## src/rtl/uart_pkg.sv

```systemverilog
// Shared UART definitions: receiver state encoding, oversampling constants
// and the parity_type encoding used by both uart_rx and uart_tx.
package uart_pkg;

  localparam int unsigned UART_OSR    = 16;
  localparam logic [3:0]  SAMPLE_TICK = 4'd7;

  localparam logic PARITY_EVEN = 1'b1;
  localparam logic PARITY_ODD  = 1'b0;

  typedef enum logic [2:0] {
    RX_IDLE,
    RX_START,
    RX_DATA,
    RX_PARITY,
    RX_STOP1,
    RX_STOP2,
    RX_DONE
  } rx_state_e;

  // Frame lengths outside 5..8 fall back to 8 data bits.
  function automatic logic [3:0] norm_len(input logic [3:0] len);
    return (len >= 4'd5 && len <= 4'd8) ? len : 4'd8;
  endfunction

  function automatic logic parity_bit(input logic [7:0] d, input logic ptype);
    return (ptype == PARITY_ODD) ? ~^d : ^d;
  endfunction

endpackage

```

## src/rtl/uart_rx.sv

```systemverilog
// UART receiver: 16x oversampled, 5..8 data bits, optional parity, one or two
// stop bits. rx is synchronized inline; results are reported with a done pulse.
module uart_rx
  import uart_pkg::*;
#(
  parameter int unsigned OSR = UART_OSR
) (
  input  logic       rx_clk,
  input  logic       rst,
  input  logic       rx,
  input  logic [3:0] length,
  input  logic       parity_en,
  input  logic       parity_type,
  input  logic       stop2,
  output logic [7:0] rx_data,
  output logic       rx_done,
  output logic       parity_err,
  output logic       frame_err
);

  localparam logic [3:0] LAST_TICK = 4'(OSR - 1);

  logic       rx_meta_q, rx_sync_q, rx_prev_q;
  rx_state_e  state_q, state_d;
  logic [3:0] tick_q, tick_d;
  logic [2:0] bit_q, bit_d;
  logic [7:0] shift_q, shift_d;
  logic [3:0] len_q, len_d;
  logic       par_en_q, par_en_d;
  logic       par_type_q, par_type_d;
  logic       stop2_q, stop2_d;
  logic       perr_pend_q, perr_pend_d;
  logic       ferr_pend_q, ferr_pend_d;
  logic [7:0] rx_data_q, rx_data_d;
  logic       rx_done_q, rx_done_d;
  logic       parity_err_q, parity_err_d;
  logic       frame_err_q, frame_err_d;

  logic sample, bit_end, fall;

  always_ff @(posedge rx_clk or negedge rst) begin
    if (!rst) begin
      rx_meta_q <= 1'b1;
      rx_sync_q <= 1'b1;
      rx_prev_q <= 1'b1;
    end else begin
      rx_meta_q <= rx;
      rx_sync_q <= rx_meta_q;
      rx_prev_q <= rx_sync_q;
    end
  end

  assign sample  = (tick_q == SAMPLE_TICK);
  assign bit_end = (tick_q == LAST_TICK);
  assign fall    = rx_prev_q & ~rx_sync_q;

  always_comb begin
    state_d      = state_q;
    tick_d       = bit_end ? '0 : tick_q + 4'd1;
    bit_d        = bit_q;
    shift_d      = shift_q;
    len_d        = len_q;
    par_en_d     = par_en_q;
    par_type_d   = par_type_q;
    stop2_d      = stop2_q;
    perr_pend_d  = perr_pend_q;
    ferr_pend_d  = ferr_pend_q;
    rx_data_d    = rx_data_q;
    rx_done_d    = 1'b0;
    parity_err_d = parity_err_q;
    frame_err_d  = frame_err_q;

    unique case (state_q)
      RX_IDLE: begin
        tick_d = '0;
        if (fall) begin
          state_d     = RX_START;
          bit_d       = '0;
          shift_d     = '0;
          len_d       = norm_len(length);
          par_en_d    = parity_en;
          par_type_d  = parity_type;
          stop2_d     = stop2;
          perr_pend_d = 1'b0;
          ferr_pend_d = 1'b0;
        end
      end
      RX_START: begin
        if (sample && rx_sync_q) state_d = RX_IDLE;
        else if (bit_end)        state_d = RX_DATA;
      end
      RX_DATA: begin
        if (sample) shift_d[bit_q] = rx_sync_q;
        if (bit_end) begin
          if ({1'b0, bit_q} == len_q - 4'd1) state_d = par_en_q ? RX_PARITY : RX_STOP1;
          else                                bit_d   = bit_q + 3'd1;
        end
      end
      RX_PARITY: begin
        if (sample && (rx_sync_q != parity_bit(shift_q, par_type_q))) perr_pend_d = 1'b1;
        if (bit_end) state_d = RX_STOP1;
      end
      // Stop bits move on at the mid-bit sample so a back-to-back start edge
      // is seen while already back in IDLE.
      RX_STOP1: begin
        if (sample) begin
          if (!rx_sync_q) ferr_pend_d = 1'b1;
          state_d = stop2_q ? RX_STOP2 : RX_DONE;
        end
      end
      RX_STOP2: begin
        if (sample) begin
          if (!rx_sync_q) ferr_pend_d = 1'b1;
          state_d = RX_DONE;
        end
      end
      RX_DONE: begin
        tick_d       = '0;
        rx_data_d    = shift_q;
        parity_err_d = perr_pend_q;
        frame_err_d  = ferr_pend_q;
        rx_done_d    = 1'b1;
        state_d      = RX_IDLE;
      end
      default: state_d = RX_IDLE;
    endcase
  end

  always_ff @(posedge rx_clk or negedge rst) begin
    if (!rst) begin
      state_q      <= RX_IDLE;
      tick_q       <= '0;
      bit_q        <= '0;
      shift_q      <= '0;
      len_q        <= 4'd8;
      par_en_q     <= 1'b0;
      par_type_q   <= PARITY_EVEN;
      stop2_q      <= 1'b0;
      perr_pend_q  <= 1'b0;
      ferr_pend_q  <= 1'b0;
      rx_data_q    <= '0;
      rx_done_q    <= 1'b0;
      parity_err_q <= 1'b0;
      frame_err_q  <= 1'b0;
    end else begin
      state_q      <= state_d;
      tick_q       <= tick_d;
      bit_q        <= bit_d;
      shift_q      <= shift_d;
      len_q        <= len_d;
      par_en_q     <= par_en_d;
      par_type_q   <= par_type_d;
      stop2_q      <= stop2_d;
      perr_pend_q  <= perr_pend_d;
      ferr_pend_q  <= ferr_pend_d;
      rx_data_q    <= rx_data_d;
      rx_done_q    <= rx_done_d;
      parity_err_q <= parity_err_d;
      frame_err_q  <= frame_err_d;
    end
  end

  assign rx_data    = rx_data_q;
  assign rx_done    = rx_done_q;
  assign parity_err = parity_err_q;
  assign frame_err  = frame_err_q;

endmodule

```

## config.mk

```make
export PLATFORM = sky130hd
export DESIGN_NAME = uart_rx
export DESIGN_NICKNAME = d
export VERILOG_FILES = /design/src/rtl/uart_pkg.sv /design/src/rtl/uart_rx.sv
export SDC_FILE = /design/constraint.sdc
export NUM_CORES = 1
export LEC_CHECK = 0
export ABC_AREA = 1
export BUFFER_PORTS_ARGS = -buffer_cell sky130_fd_sc_hd__clkbuf_2
export CAP_MARGIN = 30
export CORE_ASPECT_RATIO = 0.7
export CORE_MARGIN = 2
export CORE_UTILIZATION = 44
export DETAILED_ROUTE_END_ITERATION = 12
export GPL_TIMING_DRIVEN = 0
export PLACE_DENSITY = 0.72
export SLEW_MARGIN = 20
export SYNTH_ARGS = -nofsm -noshare
export SYNTH_HDL_FRONTEND = slang
export SYNTH_SLANG_ARGS = --single-unit
```

## constraint.sdc

```tcl
create_clock -name rx_clk -period 3.1 [get_ports rx_clk]
set_input_delay 0.155 -clock rx_clk [delete_from_list [all_inputs] [get_ports rx_clk]]
set_output_delay 0.155 -clock rx_clk [all_outputs]
set_load 0.02 [all_outputs]
```

==> flow_summary.html, run 1 <==
<table>
<tr><th>Metric</th><th>Value</th></tr>
<tr><th colspan="2">Worst setup path</th></tr>
<tr><td>Worst path most repeated cell</td><td>sky130_fd_sc_hd__nand2_1</td></tr>
<tr><td>Worst-case register-to-register setup slack</td><td>1.46 ns</td></tr>
<tr><td>Cell breakdown of the critical path</td><td>inv_1, ha_1, xnor2_1, a21oi_1, nand3_1, nand2_1, nand2_2, nand2_2, nand2_1, nand2_1</td></tr>
<tr><td>Critical register-to-register path endpoint</td><td>bit_q[1]</td></tr>
<tr><td>Crit path largest cell delay</td><td>0.38 ns</td></tr>
<tr><td>Worst Path Class, Setup</td><td>reg2reg</td></tr>
<tr><td>Crit path launch type</td><td>flip-flop</td></tr>
<tr><td>Kind of end point of the critical path</td><td>flip-flop</td></tr>
<tr><td>Crit path arrival time</td><td>1.87 ns</td></tr>
<tr><td>Endpoint required time on the critical path</td><td>3.33 ns</td></tr>
<tr><td>Logic depth of the worst register-to-register path</td><td>10</td></tr>
<tr><td>Reg-to-reg critical path startpoint</td><td>len_q[0]</td></tr>
<tr><td>Largest driver fanout on the critical path</td><td>5</td></tr>
<tr><td>Worst-path cell with the longest stage delay</td><td>sky130_fd_sc_hd__dfrtp_1</td></tr>
<tr><th colspan="2">Cells and area</th></tr>
<tr><td>Diodes inserted</td><td>0</td></tr>
<tr><td>Layout Utilization</td><td>53.1%</td></tr>
<tr><td>Area of the multi-input gates</td><td>947 um2</td></tr>
<tr><td>Area growth from synthesis to layout</td><td>16.7%</td></tr>
<tr><td>Seq. cell area</td><td>1030 um2</td></tr>
<tr><td>Number of inserted filler cells in the final layout</td><td>465</td></tr>
<tr><td>Proportion of layout cells with a drive suffix above 1</td><td>17.3%</td></tr>
<tr><td>Net total in the final layout</td><td>313</td></tr>
<tr><th colspan="2">Global route</th></tr>
<tr><td>First-pass GRT wire length</td><td>7560 um</td></tr>
<tr><td>Number of global-route vias before repair</td><td>1647</td></tr>
<tr><td>Global-route congestion overflow total</td><td>0</td></tr>
<tr><td>Overall routing resource usage</td><td>17.8%</td></tr>
<tr><td>Pin count of the biggest net entering global routing</td><td>29</td></tr>
<tr><td>Number of antenna violations at the first check in global routing</td><td>0</td></tr>
<tr><th colspan="2">Die</th></tr>
<tr><td>Chip width</td><td>87.8 um</td></tr>
<tr><td>Core area</td><td>4760 um2</td></tr>
<tr><td>Site Rows</td><td>21</td></tr>
<tr><td>Number of top-level design ports</td><td>21</td></tr>
<tr><td>Vertical extent of the die</td><td>62.7 um</td></tr>
<tr><td>Initial standard-cell utilization of the core</td><td>45.5%</td></tr>
<tr><td>Floorplan die area</td><td>5500 um2</td></tr>
<tr><th colspan="2">Clock network</th></tr>
<tr><td>Max clock buf depth</td><td>2</td></tr>
<tr><td>CTS H-tree depth</td><td>2</td></tr>
<tr><td>Worst-skew pair later-pin latency</td><td>0.30 ns</td></tr>
<tr><td>Clock root buffer master</td><td>sky130_fd_sc_hd__clkbuf_8</td></tr>
<tr><td>Number of buffers inserted during clock tree synthesis</td><td>5</td></tr>
<tr><td>Clock-pin slew on the worst setup and hold paths</td><td>0.08 ns</td></tr>
<tr><td>TritonCTS clock tree</td><td>yes</td></tr>
<tr><td>Post-CTS Setup Inserts</td><td>0</td></tr>
<tr><td>CTS sink count</td><td>41</td></tr>
<tr><th colspan="2">Yosys</th></tr>
<tr><td>Share of flip-flops with an asynchronous set or reset</td><td>100%</td></tr>
<tr><td>Number of synthesized register bits</td><td>41</td></tr>
<tr><td>Post-synth EDFFs</td><td>0</td></tr>
<tr><td>Distinct cell type count of the synthesized netlist</td><td>33</td></tr>
<tr><td>Biggest area contributors in the synthesized netlist</td><td>sky130_fd_sc_hd__dfrtp_1 42%, sky130_fd_sc_hd__nand2_1 13%, sky130_fd_sc_hd__dfstp_2 6.1%</td></tr>
<tr><td>Dominant cell type by area after synthesis</td><td>sky130_fd_sc_hd__dfrtp_1</td></tr>
<tr><td>Synthesis warning total</td><td>0</td></tr>
<tr><td>Synthesized cell area</td><td>2160 um2</td></tr>
<tr><td>Most frequent cell after synthesis</td><td>sky130_fd_sc_hd__nand2_1</td></tr>
<tr><td>Area share of the leading cell type in the synthesized netlist</td><td>41.6%</td></tr>
<tr><td>Commonest cells in the synthesized netlist</td><td>74 x sky130_fd_sc_hd__nand2_1, 36 x sky130_fd_sc_hd__dfrtp_1, 32 x sky130_fd_sc_hd__inv_1</td></tr>
<tr><td>Top flip-flop cell by instance count after synthesis</td><td>sky130_fd_sc_hd__dfrtp_1</td></tr>
<tr><td>Number of instances in the synthesized netlist</td><td>270</td></tr>
<tr><td>Fraction of the yosys area taken by sequential cells</td><td>47.7%</td></tr>
<tr><td>Syn_area_per_cell</td><td>8.01 um2</td></tr>
<tr><td>Net Count, Synth</td><td>283</td></tr>
<tr><th colspan="2">Place</th></tr>
<tr><td>Number of buffers added on ports</td><td>20</td></tr>
<tr><td>Placer Congestion</td><td>0.846</td></tr>
<tr><td>Detailed placer's ending HPWL</td><td>3310 um</td></tr>
<tr><th colspan="2">STA</th></tr>
<tr><td>Hold Violations, Final</td><td>0</td></tr>
<tr><td>Setup tns final</td><td>0 ns</td></tr>
<tr><td>Headroom to the max-slew limit</td><td>75.3%</td></tr>
<tr><td>Setup repair after global routing missed its margin</td><td>false</td></tr>
<tr><td>Actual slew at the worst max-slew pin</td><td>0.370 ns</td></tr>
<tr><td>Worst Clk Skew</td><td>0.00216 ns</td></tr>
<tr><td>Clock period minus worst slack</td><td>1.64 ns</td></tr>
<tr><td>Count of pins over their slew limit</td><td>0</td></tr>
<tr><td>Final setup violation count</td><td>0</td></tr>
<tr><td>Timing-limited maximum frequency</td><td>610 MHz</td></tr>
<tr><td>Final critical-path share of the clock period</td><td>52.9%</td></tr>
<tr><th colspan="2">Power and ir drop</th></tr>
<tr><td>Leakage dissipation</td><td>1.23 nW</td></tr>
<tr><td>Power Density</td><td>761 nW/um2</td></tr>
<tr><td>Worst IR drop on VDD</td><td>0.411 mV</td></tr>
<tr><td>Power consumption</td><td>1.92 mW</td></tr>
<tr><th colspan="2">Hold path</th></tr>
<tr><td>Worst hold path endpoint</td><td>par_type_q</td></tr>
<tr><td>Type of the worst min-delay path</td><td>in2reg</td></tr>
<tr><td>Min-Delay Path Depth</td><td>3</td></tr>
<tr><td>Hold path start</td><td>parity_type</td></tr>
<tr><th colspan="2">Routing</th></tr>
<tr><td>Vias after detailed routing</td><td>1839</td></tr>
<tr><td>Remaining design rule violation count</td><td>0</td></tr>
<tr><td>Number of DRC markers in iteration 0</td><td>84</td></tr>
<tr><td>Number of nets still failing antenna checks after routing</td><td>0</td></tr>
<tr><td>Wire length per cell after detailed routing</td><td>11.9 um</td></tr>
<tr><td>Routed vias/inst</td><td>4.97</td></tr>
<tr><td>Total Wirelength</td><td>4390 um</td></tr>
<tr><td>Drt pass-1 iters</td><td>4</td></tr>
<tr><th colspan="2">Run status</th></tr>
<tr><td>Result of the run</td><td>finished, final reports clean</td></tr>
<tr><th colspan="2">Job</th></tr>
<tr><td>Maximum capacitance violations</td><td>0</td></tr>
</table>
==> power breakdown <==
part	internal (mW)	switching, mW	leakage (nW)
Combinational	0.246	0.424	0.622
Sequential	0.650	0.0851	0.540
Clock	0.320	0.194	0.0681
Total	1.22	0.703	1.23
==> sequential cells by signal, summed over array words and instances, names as in the netlist, 3 cells and up <==
register,count
state_q,3
len_q,4
bit_q,3
tick_q,4
shift_q,8
rx_data,8
==> cells by family (layout without fill, tap and decap cells) <==
logic type,count (synthesis),in the layout,synth area share (%)
simple gates,132,132,27.7
buf+inv,42,73,8.50
fa+ha+maj,3,3,1.74
compound gates,46,46,11.8
flops,41,41,47.7
xor+xnor,5,5,2.02
mux,1,1,0.520
==> area by class of cell <==
type | instances | area share (%)
clock inverter | 3 | 2.58
buffer | 5 | 1.69
inverter | 37 | 5.60
multi-input combinational | 187 | 37.5
tap | 69 | 3.42
sequential | 41 | 40.9
clock buffer | 5 | 2.73
timing repair buffer | 23 | 5.55
==> critical path: cells and delay by family, from the launching register on <==
| kind | cells | cell delay [ns] |
|---|---|---|
| buffers and inverters | 1 | 0.13 |
| AND/OR/NAND/NOR | 6 | 0.56 |
| XOR/XNOR | 1 | 0.12 |
| flip-flops | 1 | 0.38 |
| adder cells (fa/ha/maj) | 1 | 0.26 |
| AO/OA/AOI/OAI | 1 | 0.12 |
==> metal layers <==
layer / share of wire, % / global-route usage, % / vias to the layer above
li1: - / - / 933
met1: 52 / 26.8 / 853
met2: 42 / 24.8 / 46
met3: 4.4 / 3.96 / 7
met4: 1.5 / 6.35 / 0
met5: 0 / 0 / -
==> worst max-delay path by stage <==
stage	start	to	slack (ns)
after floorplan	len_q[0]	state_q[1]	1.67
after global placement	len_q[0]	bit_q[2]	1.49
after detailed placement	len_q[0]	bit_q[1]	1.47
after CTS	len_q[0]	bit_q[1]	1.44
after global routing	len_q[0]	bit_q[2]	1.28
final	len_q[0]	bit_q[1]	1.46
==> cells in the final DEF, fill, tap and decap left out, drive strengths merged <==
cell	instances
o32ai	1
clkinv	1
inv	37
dfrtp	36
nor3	11
clkbuf	26
nor2	19
o21bai	1
bufinv	2
nand3b	2
nor3b	2
o211ai	1
xor2	2
nand3	21
xnor2	3
dlygate4sd3	2
dfstp	5
o22ai	7
o21a	2
a21oi	10
mux2	1
ha	3
buf	5
nand2	77
a211oi	1
o21ai	23
==> per-stage QoR <==
step | std cells | worst slack, ns | area [um2] | hold slack, ns
5_1_grt | 370 | 1.28 | 2520 | 0.0516
3_3_place_gp | 359 | 1.49 | 2350 | 0.245
3_5_place_dp | 360 | 1.47 | 2370 | 0.0847
4_1_cts | 370 | 1.44 | 2520 | 0.0383
6_report | 370 | 1.46 | 2520 | 0.0400
2_1_floorplan | 270 | 1.67 | 2160 | -0.141
==> timing repair <==
item                                   4_1_cts  5_1_grt
endpoints found under the hold margin       14        0
resized for setup                            0        0
setup endpoints to repair                    0        0
hold buffers                                 2        0
No activity file was read; power rests on OpenSTA's default activity.
==> run 2, diff against run 1 <==
Clock period 3.1 ns to 1.6 ns, I/O delays scaled along.
==> flow_summary.html, run 2 (synthesized netlist as in run 1, its figures left out) <==
<table>
<tr><th>Metric</th><th>Value</th></tr>
<tr><th colspan="2">Run status</th></tr>
<tr><td>Result of the run</td><td>finished, violations left</td></tr>
<tr><td>Failing checks</td><td>hold timing</td></tr>
<tr><th colspan="2">Clock network</th></tr>
<tr><td>TritonCTS clock tree</td><td>yes</td></tr>
<tr><td>Worst-skew pair later-pin latency</td><td>0.30 ns (about the same)</td></tr>
<tr><td>Max clock buf depth</td><td>2 (unchanged)</td></tr>
<tr><td>Number of buffers inserted during clock tree synthesis</td><td>5 (unchanged)</td></tr>
<tr><td>Clock root buffer master</td><td>sky130_fd_sc_hd__clkbuf_8</td></tr>
<tr><td>CTS H-tree depth</td><td>2 (unchanged)</td></tr>
<tr><td>Clock-pin slew on the worst setup and hold paths</td><td>0.08 ns (about the same)</td></tr>
<tr><td>CTS sink count</td><td>41 (unchanged)</td></tr>
<tr><th colspan="2">Worst setup path</th></tr>
<tr><td>Worst-case register-to-register setup slack</td><td>0.05 ns (-1.41 ns)</td></tr>
<tr><td>Largest driver fanout on the critical path</td><td>4 (-1)</td></tr>
<tr><td>Reg-to-reg critical path startpoint</td><td>len_q[0]</td></tr>
<tr><td>Kind of end point of the critical path</td><td>flip-flop</td></tr>
<tr><td>Crit path launch type</td><td>flip-flop</td></tr>
<tr><td>Beginning of the critical path</td><td>len_q[0]</td></tr>
<tr><td>Worst Path Class, Setup</td><td>reg2reg</td></tr>
<tr><td>Logic depth of the worst register-to-register path</td><td>10 (unchanged)</td></tr>
<tr><td>Crit path arrival time</td><td>1.78 ns (-0.09 ns)</td></tr>
<tr><td>Endpoint required time on the critical path</td><td>1.83 ns (-1.50 ns)</td></tr>
<tr><td>Critical register-to-register path endpoint</td><td>bit_q[1]</td></tr>
<tr><td>End of the critical path</td><td>bit_q[1]</td></tr>
<tr><th colspan="2">Routing</th></tr>
<tr><td>Remaining design rule violation count</td><td>0 (unchanged)</td></tr>
<tr><td>Wire length per cell after detailed routing</td><td>12.2 um (+3.0%)</td></tr>
<tr><td>Routed vias/inst</td><td>5.03 (+1.1%)</td></tr>
<tr><td>Total Wirelength</td><td>4610 um (+4.9%)</td></tr>
<tr><td>Vias after detailed routing</td><td>1895 (+3.0%)</td></tr>
<tr><td>Number of DRC markers in iteration 0</td><td>104 (+24%)</td></tr>
<tr><td>Drt pass-1 iters</td><td>4 (unchanged)</td></tr>
<tr><td>Number of nets still failing antenna checks after routing</td><td>0 (unchanged)</td></tr>
<tr><th colspan="2">Place</th></tr>
<tr><td>Number of buffers added on ports</td><td>20 (unchanged)</td></tr>
<tr><td>Cells after DPL</td><td>360 (unchanged)</td></tr>
<tr><td>Detailed placer's ending HPWL</td><td>3310 um (unchanged)</td></tr>
<tr><td>Placer Congestion</td><td>0.846 (unchanged)</td></tr>
<tr><td>Post-Place Worst Slack</td><td>-0.0329 ns (-1.50 ns)</td></tr>
<tr><th colspan="2">Power and ir drop</th></tr>
<tr><td>Internal power</td><td>2.49 mW (+100%)</td></tr>
<tr><td>Power consumption</td><td>3.97 mW (+110%)</td></tr>
<tr><td>Part of the power in registers</td><td>36.2% (-2.1 points)</td></tr>
<tr><td>Switching fraction of total power</td><td>37.2% (+0.58 points)</td></tr>
<tr><td>Leakage dissipation</td><td>1.28 nW (+3.7%)</td></tr>
<tr><td>Worst IR drop on VDD</td><td>0.778 mV (+89%)</td></tr>
<tr><td>Share of power burned in the clock network</td><td>25.1% (-1.7 points)</td></tr>
<tr><td>Power Density</td><td>1500 nW/um2 (+97%)</td></tr>
<tr><td>Combinational Power Share</td><td>38.7% (+3.8 points)</td></tr>
<tr><td>Reported net switching power</td><td>1.48 mW (+110%)</td></tr>
<tr><th colspan="2">STA</th></tr>
<tr><td>Headroom to the max-slew limit</td><td>75.3% (about the same)</td></tr>
<tr><td>Clock period minus worst slack</td><td>1.55 ns (-0.0937 ns)</td></tr>
<tr><td>Final critical-path share of the clock period</td><td>96.6% (+44 points)</td></tr>
<tr><td>Worst Clk Skew</td><td>0.00667 ns (+0.00452 ns)</td></tr>
<tr><td>Setup repair after global routing missed its margin</td><td>true</td></tr>
<tr><td>Timing-limited maximum frequency</td><td>647 MHz (+6.1%)</td></tr>
<tr><td>Actual slew at the worst max-slew pin</td><td>0.370 ns (+0.0000206 ns)</td></tr>
<tr><td>Final setup violation count</td><td>0 (unchanged)</td></tr>
<tr><td>Count of pins over their slew limit</td><td>0 (unchanged)</td></tr>
<tr><td>Hold Violations, Final</td><td>1 (+1)</td></tr>
<tr><td>Setup slack after layout</td><td>0.0542 ns (-1.41 ns)</td></tr>
<tr><td>Hold_ws</td><td>-0.00363 ns (-0.0437 ns)</td></tr>
<tr><th colspan="2">Die</th></tr>
<tr><td>Initial standard-cell utilization of the core</td><td>45.5% (unchanged)</td></tr>
<tr><td>Floorplan die area</td><td>5500 um2 (unchanged)</td></tr>
<tr><td>Number of top-level design ports</td><td>21 (unchanged)</td></tr>
<tr><td>Core area</td><td>4760 um2 (unchanged)</td></tr>
<tr><td>Chip width</td><td>87.8 um (unchanged)</td></tr>
<tr><td>Site Rows</td><td>21 (unchanged)</td></tr>
<tr><td>Vertical extent of the die</td><td>62.7 um (unchanged)</td></tr>
<tr><th colspan="2">Cells and area</th></tr>
<tr><td>Number of inserted filler cells in the final layout</td><td>454 (-2.4%)</td></tr>
<tr><td>Non-filler instance count after layout</td><td>377 (+1.9%)</td></tr>
<tr><td>Seq. cell area</td><td>1030 um2 (unchanged)</td></tr>
<tr><td>Most frequent standard cell in the layout excluding fill and tap cells</td><td>sky130_fd_sc_hd__nand2_1</td></tr>
<tr><td>Net total in the final layout</td><td>320 (+2.2%)</td></tr>
<tr><td>Diodes inserted</td><td>0 (unchanged)</td></tr>
<tr><td>Commonest cells after routing, fill and taps aside</td><td>70 x sky130_fd_sc_hd__nand2_1, 36 x sky130_fd_sc_hd__dfrtp_1, 30 x sky130_fd_sc_hd__inv_1</td></tr>
<tr><td>Layout Utilization</td><td>55.8% (+2.7 points)</td></tr>
<tr><td>Proportion of layout cells with a drive suffix above 1</td><td>22.7% (+5.5 points)</td></tr>
<tr><td>Area growth from synthesis to layout</td><td>22.6%</td></tr>
<tr><td>Area of the multi-input gates</td><td>1020 um2 (+7.3%)</td></tr>
<tr><th colspan="2">Global route</th></tr>
<tr><td>Number of global-route vias before repair</td><td>1643 (-0.24%)</td></tr>
<tr><td>Overall routing resource usage</td><td>17.8% (+0.083 points)</td></tr>
<tr><td>Global-route congestion overflow total</td><td>0 (unchanged)</td></tr>
<tr><td>Pin count of the biggest net entering global routing</td><td>29 (unchanged)</td></tr>
<tr><td>Number of antenna violations at the first check in global routing</td><td>0 (unchanged)</td></tr>
<tr><td>First-pass GRT wire length</td><td>7580 um (+0.28%)</td></tr>
<tr><th colspan="2">Hold path</th></tr>
<tr><td>Min-Delay Path Depth</td><td>2 (-1)</td></tr>
<tr><td>Type of the worst min-delay path</td><td>in2reg</td></tr>
<tr><th colspan="2">Job</th></tr>
<tr><td>Maximum capacitance violations</td><td>0 (unchanged)</td></tr>
</table>
-- run 2: changes by cell type in the layout (fill, tap and decap cells not counted), sizes merged --
| cell | before | now |
|---|---|---|
| buf | 5 | 10 |
| dlygate4sd3 | 2 | 4 |
-- run 2: layout make-up --
cell class                 count  share of cell area, %
buffer                         5                   1.60
clock buffer                   5                   2.59
clock inverter                 3                   2.45
inverter                      37                   5.42
multi-input combinational    187                   38.3
sequential                    41                   38.9
tap                           69                   3.25
timing repair buffer          30                   7.45
-- run 2: stage by stage --
stage | instance area, um2 | TNS, ns
floorplan | 2160 | 0
global placement | 2350 | -0.0140
detailed placement | 2370 | -0.0523
CTS | 2550 | 0
global route | 2650 | -0.132
finish | 2650 | 0
-- run 2: what timing repair did --
action                                 CTS  global route
hold buffers                             4             0
setup endpoints to repair                5            14
resized for setup                        2            17
pin swaps                                0             7
gates cloned                             0             0
endpoints found under the hold margin   16             0
setup buffers                            0             5
-- run 2: routing by layer --
layer | vias up | global-route usage [%] | routed length (um)
met5 | - | 0 | 0
met4 | 0 | 6.35 | 64
met3 | 7 | 3.96 | 258
met2 | 45 | 25.0 | 2030
met1 | 892 | 26.9 | 2260
li1 | 951 | - | -
-- run 2: power groups by stage --
stage	Combinational, mW	Sequential, mW	Clock (mW)
finish	1.53	1.44	0.997
global route	1.73	1.47	1.05
CTS	1.31	1.43	1.01
detailed placement	1.30	1.44	0
global placement	1.25	1.43	0
floorplan	1.01	1.42	0
-- run 2: worst max-delay path, stage by stage (launching register included) --
cell	delay, ns
sky130_fd_sc_hd__dfrtp_1	0.39
sky130_fd_sc_hd__inv_2	0.10
sky130_fd_sc_hd__ha_4	0.21
sky130_fd_sc_hd__xnor2_2	0.12
sky130_fd_sc_hd__a21oi_1	0.12
sky130_fd_sc_hd__nand3_1	0.11
sky130_fd_sc_hd__nand2_2	0.14
sky130_fd_sc_hd__nand2_4	0.09
sky130_fd_sc_hd__nand2_4	0.07
sky130_fd_sc_hd__nand2_2	0.04
sky130_fd_sc_hd__nand2_1	0.09
-- run 2: worst min-delay path by stage --
stage | end | slack, ns | from
after floorplan | bit_q[0] | -0.22 | rst
after global placement | rx_meta_q | 0.17 | rx
after detailed placement | par_en_q | 0.01 | rst
after CTS | stop2_q | 0.001 | stop2
after global routing | stop2_q | 0.0006 | stop2
final | stop2_q | -0.004 | stop2
